$ cat src/rtl/sine_pwm_dac.sv
// Converts sine samples to an edge-aligned PWM stream through a one-deep pending buffer.
// Define SINE_PWM_CENTER_ALIGNED_EN for an up/down (centre-aligned) counter.
module sine_pwm_dac #(
    parameter int unsigned DATA_WIDTH = 10,
    parameter int unsigned PWM_WIDTH  = 10
) (
    input  logic                  clock,
    input  logic                  reset,
    input  logic                  enable,
    input  logic [DATA_WIDTH-1:0] data_in,
    input  logic                  data_valid,
    output logic                  sample_req,
    output logic                  pwm_out,
    output logic [PWM_WIDTH-1:0]  duty_active,
    output logic                  overrun,
    output logic                  underrun,
    output logic                  busy
);

    localparam logic [1:0] ST_IDLE  = 2'd0;
    localparam logic [1:0] ST_RUN   = 2'd1;
    localparam logic [1:0] ST_DRAIN = 2'd2;

    localparam logic [PWM_WIDTH-1:0] CNT_MAX = {PWM_WIDTH{1'b1}};

    logic [1:0]           state, state_nxt;
    logic [PWM_WIDTH-1:0] cnt, cnt_nxt;
    logic [PWM_WIDTH-1:0] pending, pending_nxt;
    logic                 pending_valid, pending_valid_nxt;
    logic [PWM_WIDTH-1:0] duty_nxt;
    logic [PWM_WIDTH-1:0] data_mapped;
    logic                 overrun_nxt, underrun_nxt;
    logic                 busy_nxt, sample_req_nxt, pwm_nxt;
    logic                 at_end, load, period_end;
`ifdef SINE_PWM_CENTER_ALIGNED_EN
    logic                 dir_up, dir_up_nxt;
`endif

    // Align the sample MSB to the duty MSB (drop or zero-fill LSBs)
    generate
        if (DATA_WIDTH >= PWM_WIDTH) begin : g_trunc
            assign data_mapped = data_in[DATA_WIDTH-1 -: PWM_WIDTH];
        end else begin : g_pad
            assign data_mapped = {data_in, {(PWM_WIDTH-DATA_WIDTH){1'b0}}};
        end
    endgenerate

    // Next-state, counter, buffer and flag logic
    always_comb begin
        state_nxt         = state;
        cnt_nxt           = cnt;
        pending_nxt       = pending;
        pending_valid_nxt = pending_valid;
        duty_nxt          = duty_active;
        overrun_nxt       = overrun;
        underrun_nxt      = underrun;
        at_end            = 1'b0;
        load              = 1'b0;
        period_end        = 1'b0;
`ifdef SINE_PWM_CENTER_ALIGNED_EN
        dir_up_nxt        = dir_up;
`endif

        case (state)
            ST_IDLE: begin
                cnt_nxt = '0;
`ifdef SINE_PWM_CENTER_ALIGNED_EN
                dir_up_nxt = 1'b1;
`endif
                if (enable) begin
                    state_nxt = ST_RUN;
                    load      = pending_valid;
                end
            end
            ST_RUN, ST_DRAIN: begin
`ifdef SINE_PWM_CENTER_ALIGNED_EN
                // Counter dwells one cycle at each turnaround; period ends at zero on the way down
                if (dir_up) begin
                    if (cnt == CNT_MAX) begin
                        dir_up_nxt = 1'b0;
                    end else begin
                        cnt_nxt = cnt + PWM_WIDTH'(1);
                    end
                end else if (cnt == '0) begin
                    dir_up_nxt = 1'b1;
                    at_end     = 1'b1;
                end else begin
                    cnt_nxt = cnt - PWM_WIDTH'(1);
                end
`else
                cnt_nxt = cnt + PWM_WIDTH'(1);
                at_end  = (cnt == CNT_MAX);
`endif
                if (state == ST_RUN) begin
                    period_end = at_end;
                    load       = at_end;
                    if (!enable) begin
                        state_nxt = ST_DRAIN;
                    end
                end else if (enable) begin
                    state_nxt = ST_RUN;
                end else if (at_end) begin
                    state_nxt = ST_IDLE;
                end
            end
            default: begin
                state_nxt = ST_IDLE;
            end
        endcase

        // A transfer frees the pending slot, so a same-cycle write is never an overrun
        if (load && pending_valid) begin
            duty_nxt          = pending;
            pending_valid_nxt = data_valid;
            if (data_valid) begin
                pending_nxt = data_mapped;
            end
        end else if (period_end && data_valid) begin
            duty_nxt = data_mapped;
        end else if (period_end) begin
            underrun_nxt = 1'b1;
        end else if (data_valid) begin
            pending_nxt       = data_mapped;
            pending_valid_nxt = 1'b1;
            if (pending_valid) begin
                overrun_nxt = 1'b1;
            end
        end

        busy_nxt = (state_nxt != ST_IDLE);
`ifdef SINE_PWM_CENTER_ALIGNED_EN
        sample_req_nxt = (state_nxt == ST_RUN) && (cnt_nxt == '0) && dir_up_nxt;
`else
        sample_req_nxt = (state_nxt == ST_RUN) && (cnt_nxt == '0);
`endif
        pwm_nxt = busy && (cnt < duty_active);
    end

    // State and output registers
    always_ff @(posedge clock) begin
        if (reset) begin
            state         <= ST_IDLE;
            cnt           <= '0;
            pending       <= '0;
            pending_valid <= 1'b0;
            duty_active   <= '0;
            overrun       <= 1'b0;
            underrun      <= 1'b0;
            busy          <= 1'b0;
            sample_req    <= 1'b0;
            pwm_out       <= 1'b0;
`ifdef SINE_PWM_CENTER_ALIGNED_EN
            dir_up        <= 1'b1;
`endif
        end else begin
            state         <= state_nxt;
            cnt           <= cnt_nxt;
            pending       <= pending_nxt;
            pending_valid <= pending_valid_nxt;
            duty_active   <= duty_nxt;
            overrun       <= overrun_nxt;
            underrun      <= underrun_nxt;
            busy          <= busy_nxt;
            sample_req    <= sample_req_nxt;
            pwm_out       <= pwm_nxt;
`ifdef SINE_PWM_CENTER_ALIGNED_EN
            dir_up        <= dir_up_nxt;
`endif
        end
    end

endmodule

$ cat config.mk
export PLATFORM = sky130hd
export DESIGN_NAME = sine_pwm_dac
export DESIGN_NICKNAME = d
export VERILOG_FILES = /design/src/rtl/sine_pwm_dac.sv
export SDC_FILE = /design/constraint.sdc
export NUM_CORES = 1
export LEC_CHECK = 0
export CAP_MARGIN = 20
export CORE_AREA = 3 3 93 59
export DETAILED_ROUTE_END_ITERATION = 8
export DIE_AREA = 0 0 96 62
export DONT_BUFFER_PORTS = 1
export GPL_TIMING_DRIVEN = 0
export SYNTH_ARGS = -nofsm -noshare
export SYNTH_HDL_FRONTEND = slang
export SYNTH_SLANG_ARGS = --single-unit
$ cat constraint.sdc
create_clock -name clock -period 2.57 [get_ports clock]
set_clock_uncertainty 0.05 [all_clocks]
set_input_delay 0.1285 -clock clock [delete_from_list [all_inputs] [get_ports clock]]
set_output_delay 0.1285 -clock clock [all_outputs]
set_load 0.005 [all_outputs]
======== After elaboration in Yosys (flattened, before gate mapping) ========
Index checks and enable logic that the tools add are counted.
word-level totals
  register bits after elaboration ......... 38
  input bits .............................. 14
  output and inout port bits .............. 15
  word-level logic and storage cells ...... 56
cells by class
  add/sub/neg operators ................... 1
  order comparisons ....................... 1
  equality and inequality tests ........... 6
  mux-type cells .......................... 21
  bitwise logic cells ..................... 3
  reductions and logical operators ........ 14
operators by type and width
  operator                                                                  count
  10-bit 2-to-1 mux                                                         6
  10-bit one-hot mux with 2 select lines                                    1
  10-bit by 1-bit adder with 10-bit output (second input constant)          1
  10-bit == test (second input constant)                                    1
  10-bit logical NOT                                                        1
  10-bit less-than comparator                                               1
  2-bit 2-to-1 mux                                                          5
  1-bit 2-to-1 mux                                                          7
  3-bit AND reduction                                                       2
  2-bit nonzero test                                                        3
  5-bit AND reduction                                                       1
  2-bit by 1-bit == test with 1-bit output (second input constant)          2
  1-bit logical AND                                                         4
  2-bit one-hot mux with 2 select lines                                     1
  1-bit NOT                                                                 3
  2-bit == test (second input constant)                                     1
  2-bit logical NOT                                                         1
  2-bit by 1-bit inequality test with 1-bit output (second input constant)  1
  2-bit inequality test (second input constant)                             1
  1-bit one-hot mux with 2 select lines                                     1
  2-bit AND reduction                                                       1
  2-bit OR reduction                                                        1

======== Depth between registers and ports, before layout ========
  depth in word-level cells ............... 7
  gate-level depth with buffers ........... 9
  depth with buffers taken out ............ 7

======== Worst setup path before layout ========
Ideal clock, no wire load.
  path type ............................... register to register
  start ................................... register state[0]
  end ..................................... register sample_req
  data arrival time ....................... 2052 ps
  setup slack ............................. 377 ps
  stages on the path, launching flop included .. 9
  buffers on the path ..................... 1
  period minus slack after synthesis ...... 2193 ps
  cell sequence ........................... dfxtp_1 -> inv_1 -> ha_1 -> clkbuf_1 -> nor2_1 -> nor2_1 -> or4b_1 -> a211o_1 -> nor4bb_1
between the ends
  word-level cells in the longest chain between the ends .. 6
  elaborated cells between the ends (all ways) .. 14
  classes of those cells .................. 3 x eq/ne; 7 x mux; 4 x reduce/logical
ends and longest elaborated chain
  what                                      RTL line  source
  from (decl)                               26        logic [1:0] state, state_nxt;
  from (signal assigned)                    156       state <= state_nxt;
  2-bit 2-to-1 mux                          102       end else if (at_end) begin
  2-bit 2-to-1 mux                          100       end else if (enable) begin
  2-bit 2-to-1 mux                          94        if (state == ST_RUN) begin
  2-bit one-hot mux with 2 select lines     64        case (state)
  2-bit by 1-bit == test with 1-bit output  134       sample_req_nxt = (state_nxt == ST_RUN) && (cnt_nxt == '0);
  1-bit logical AND *                       134
  to (signal assigned)                      164       sample_req <= sample_req_nxt;
  to (decl)                                 12        output logic sample_req,
Every way passes the cells marked *; elsewhere a longest branch is shown, timed or not.
A chain may end at the register's enable or synchronous reset.

======== Final worst setup path ========
  start ................................... register cnt[0]
  end ..................................... register duty_active[5]
between the ends
  word-level cells in the longest chain between the ends .. 5
  elaborated cells between the ends (all ways) .. 8
  classes of those cells .................. 1 x eq/ne; 4 x mux; 3 x reduce/logical
ends and longest elaborated chain
  what                                                                              RTL line  source
  from (decl)                                                                       27        logic [PWM_WIDTH-1:0] cnt, cnt_nxt;
  from (signal assigned)                                                            157       cnt <= cnt_nxt;
  10-bit == test *                                                                  92        at_end = (cnt == CNT_MAX);
  1-bit 2-to-1 mux *                                                                94
  1-bit one-hot mux with 2 select lines / 1-bit 2-to-1 mux (equally long branches)  64
  1-bit logical AND, on equally long branches                                       112, 118
  10-bit 2-to-1 mux / 2-bit nonzero test (equally long branches)                    --
  to (signal assigned)                                                              160       duty_active <= duty_nxt;
  to (decl)                                                                         14        output logic [PWM_WIDTH-1:0] duty_active,
Marked as above.

==> metrics.md <==
| Metric | Value |
|---|---|
| Reg2reg start | cnt[0] |
| Place WS | -14.63 ps |
| Inst Count DP | roughly 300 |
| Asr flop ratio synth | 0% |
| H-Tree Depth | 2 |
| Count of final max-slew check failures | 0 |
| Min setup slack post-route | 167.6 ps |
| Syn_nets | roughly 270 |
| Die width | about 96 um |
| GRT Util Overall | 18.10% |
| Static leakage | ~0.93 nW |
| Dpl hpwl | 3608 um |
| Most used DFF post-synth | dfxtp_1 |
| M1 GR Usage | 26.11% |
| Period utilization | around 93% |
| #FFs+latches synth | 38 |
| M3 GR Usage | approximately 5.4% |
| Share of cells above drive strength 1 | 11.63% |
| Hold Path Sink | pending[0] |
| Nets@finish | roughly 280 |
| Non-filler cells, final | 321 |
| Initial antenna violation count | 0 |
| Routed Antenna Nets | 0 |
| Clk sink count | 38 |
| TritonCTS clock tree | yes |
| Vias per inst | between 5 and 6 |
| Pin count of the biggest net entering global routing | 12 |
| Min cycle time layout | around 2400 ps |
| Sum Neg Setup Slack | 0 ps |
| WP data arrival | ~2500 ps |
| Total gr overflow | 0 |
| Root Buffer | clkbuf_8 |
| Post-CTS resize count | 0 |
| Max_cap viols | 0 |
| Hold Crit Class | input pin to flip-flop |
| Ports | 29 |
| VDD IR max | 0.4459 mV |
| Clk_lat worst skew | 290 ps |
| Via Count | ~1700 |
| Total Wirelength | 4885 um |
| Register area share after synthesis | a little over a third |
| Final Power | around 1.6 mW |
| Starting DRT DRC Count | 97 |
| Path depth of the worst reg2reg path | 7 |
| Final setup violation count | 0 |
| Cell taking the most area after synthesis | dfxtp_1 |
| Critical Path Source Type | flip-flop |
| Critical path class | flip-flop to flip-flop |
| Initial core utilization | a little under half |
| Worst EP required | about 2700 ps |
| Die area | around 6000 um^2 |
| Mapped Area | roughly 2100 um^2 |
| RSZ-0062 raised after global routing | no |
| Die height | between 60 and 70 um |
| Combinational Power Share | a little over a quarter |
| Hold path cells | 3 |
| Global routing usage on met2 | 26.50% |
| Synth unique cells | 49 |
| Max-Slew Margin vs Limit | 53.64% |
| Reg clk slew, reported paths | roughly 80 ps |
| Clock Tree Buf Depth | 2 |
| Critical-path maximum fanout | 10 |
| Gpl congestion | about 0.81 |
| First-pass DRT Iterations | 4 |
| First-pass GRT wire length | roughly 8100 um |
| YS warnings | 0 |
| # diodes | 0 |
| EDFF count, synth | 0 |
| Busiest grt layer | met2 |
| Reg2Reg Setup Slack | ~170 ps |
| Share of total power in the clock network | between 20% and 30% |
| TritonCTS buffer count | 5 |
| Slew of the pin with the lowest slew margin | a little under 700 ps |
| Reg-to-reg endpoint | duty_active[5] |
| Core area | roughly 4600 um^2 |
| Area Growth Syn to Fin | 13.53% |
| FP Rows | 19 |
| FMAX | 416.3 MHz |
| IO Port Bufs | 0 |
| Post-detailed-route DRC marker count | 0 |
| Worst Setup End Kind | flip-flop |
| Run status | complete, no violations |
| Synth top area share | a little over a third |
| Vias in the first global route | ~1600 |
| Synth Instances | 239 |
| WL per Instance | ~15 um |
| Most area-consuming cells after synthesis | dfxtp_1 36%, nor2_1 8.8%, ha_1 7.7%, a211oi_2 6.0%, mux2i_1 5.7% |
| Hold Crit Start | data_valid |
| Final hold viol count | 0 |
| Syn avg cell area | between 8 and 9 um^2 |
| Power Dens Cells | between 600 and 700 nW/um^2 |
| P_int | 1.045 mW |
| Flop pwr share | between 40% and 50% |
| Psw | slightly above 0.5 mW |
| Net Sw Frac | 32.64% |
[critical path, cell delays in order (launching register included)]
cell and delay [ps]:
dfxtp_1 440, ha_1 280, nand3_1 220, or4_4 580, a21bo_1 250, buf_2 220, nor2_1 160, a211oi_2 60
[layout by cell type, fill, tap and decap left out, types with 3 or more instances in the layout]
cell	Yosys	routed
nor2_1	49	49
dfxtp_1	38	38
a21oi_1	16	16
inv_1	14	14
ha_1	13	13
mux2i_1	12	12
nand2_1	11	11
dlygate4sd3_1	0	11
a211oi_2	10	10
clkbuf_1	6	6
clkbuf_8	0	6
nand3_1	5	5
o21ai_0	4	4
xor2_1	4	4
nor3_1	3	3
nor3b_1	3	3
a41oi_1	3	3
[flip-flops by register name, summed over array words and instances (netlist names)]
name and cells:
sample_req 1, pwm_out 1, underrun 1, duty_active 10
cnt 10, pending_valid 1, state 2, overrun 1
pending 10, busy 1
[through the flow]
step	util (%)	hold WS [ps]	cell area, um^2
after floorplan	-	222.4	2100
after global placement	46.99	226.9	2178
after detailed placement	46.99	232.4	2178
after CTS	51.50	5.418	2387
after global routing	51.42	38.21	2384
final	51.42	7.225	2384
[synthesized netlist by cell type (2+ instances only)]
master	n
buf_2	2
nor3b_1	3
clkbuf_1	6
a211oi_1	2
nand2_1	11
or3_1	2
a41oi_1	3
a21o_1	2
a31oi_1	2
nor2_1	49
nor4_1	2
dfxtp_1	38
mux2i_1	12
buf_1	2
a22oi_1	2
xor2_1	4
a211oi_2	10
buf_6	2
mux2_2	2
nand2b_1	2
inv_1	14
ha_1	13
nor3_1	3
o31ai_1	2
nand3_1	5
o21ai_0	4
or4_1	2
a21oi_1	16
xnor2_1	2
[how the worst max path moves through the flow]
stage	startpoint	end	slack, ps	cells past startpoint
2_1_floorplan	state[0]	sample_req	380	8
3_3_place_gp	state[0]	duty_active[2]	-90	9
3_5_place_dp	state[0]	duty_active[2]	-10	9
4_1_cts	state[0]	duty_active[5]	40	9
5_1_grt	state[0]	sample_req	10	7
6_report	cnt[0]	duty_active[5]	170	7
[final cells by class]
type	instances	area, um^2
inverter	14	52.55
clock inverter	1	5.005
multi-input combinational	175	1224
clock buffer	7	86.33
tap	63	78.83
buffer	11	58.81
fill	448	2252
timing repair buffer	12	117.6
sequential	38	760.7
[power groups by stage]
stage / logic [mW] / registers [mW] / clock network (mW)
5_1_grt: 0.454 / 0.722 / 0.468
6_report: 0.404 / 0.710 / 0.436
3_3_place_gp: 0.384 / 0.727 / 0
2_1_floorplan: 0.312 / 0.709 / 0
4_1_cts: 0.401 / 0.713 / 0.444
3_5_place_dp: 0.384 / 0.727 / 0
[layer usage]
metal | share of wire [%] | wire, um
met1 | 54 | 2625
met2 | 38 | 1876
met3 | 6.9 | 337
met4 | 0.94 | 46
met5 | 0 | 0
[timing repair]
item,in CTS,in global routing
hold buffers,11,0
pin swaps,1,0
setup buffers,1,0
hold endpoints to repair,12,0
endpoints found under the setup margin,9,20
[cell families after synthesis]
kind of cell               Yosys count  share of synthesized area [%]
AOI/OAI and AO/OA                   51                          19.19
adders and majority gates           13                          7.748
xor gates and xnor gates             6                          2.503
buffers and inverters               26                          5.483
muxes                               14                          6.794
and+or+nand+nor                     91                          22.05
DFF                                 38                          36.23
No activity file was read; power rests on OpenSTA's default activity.
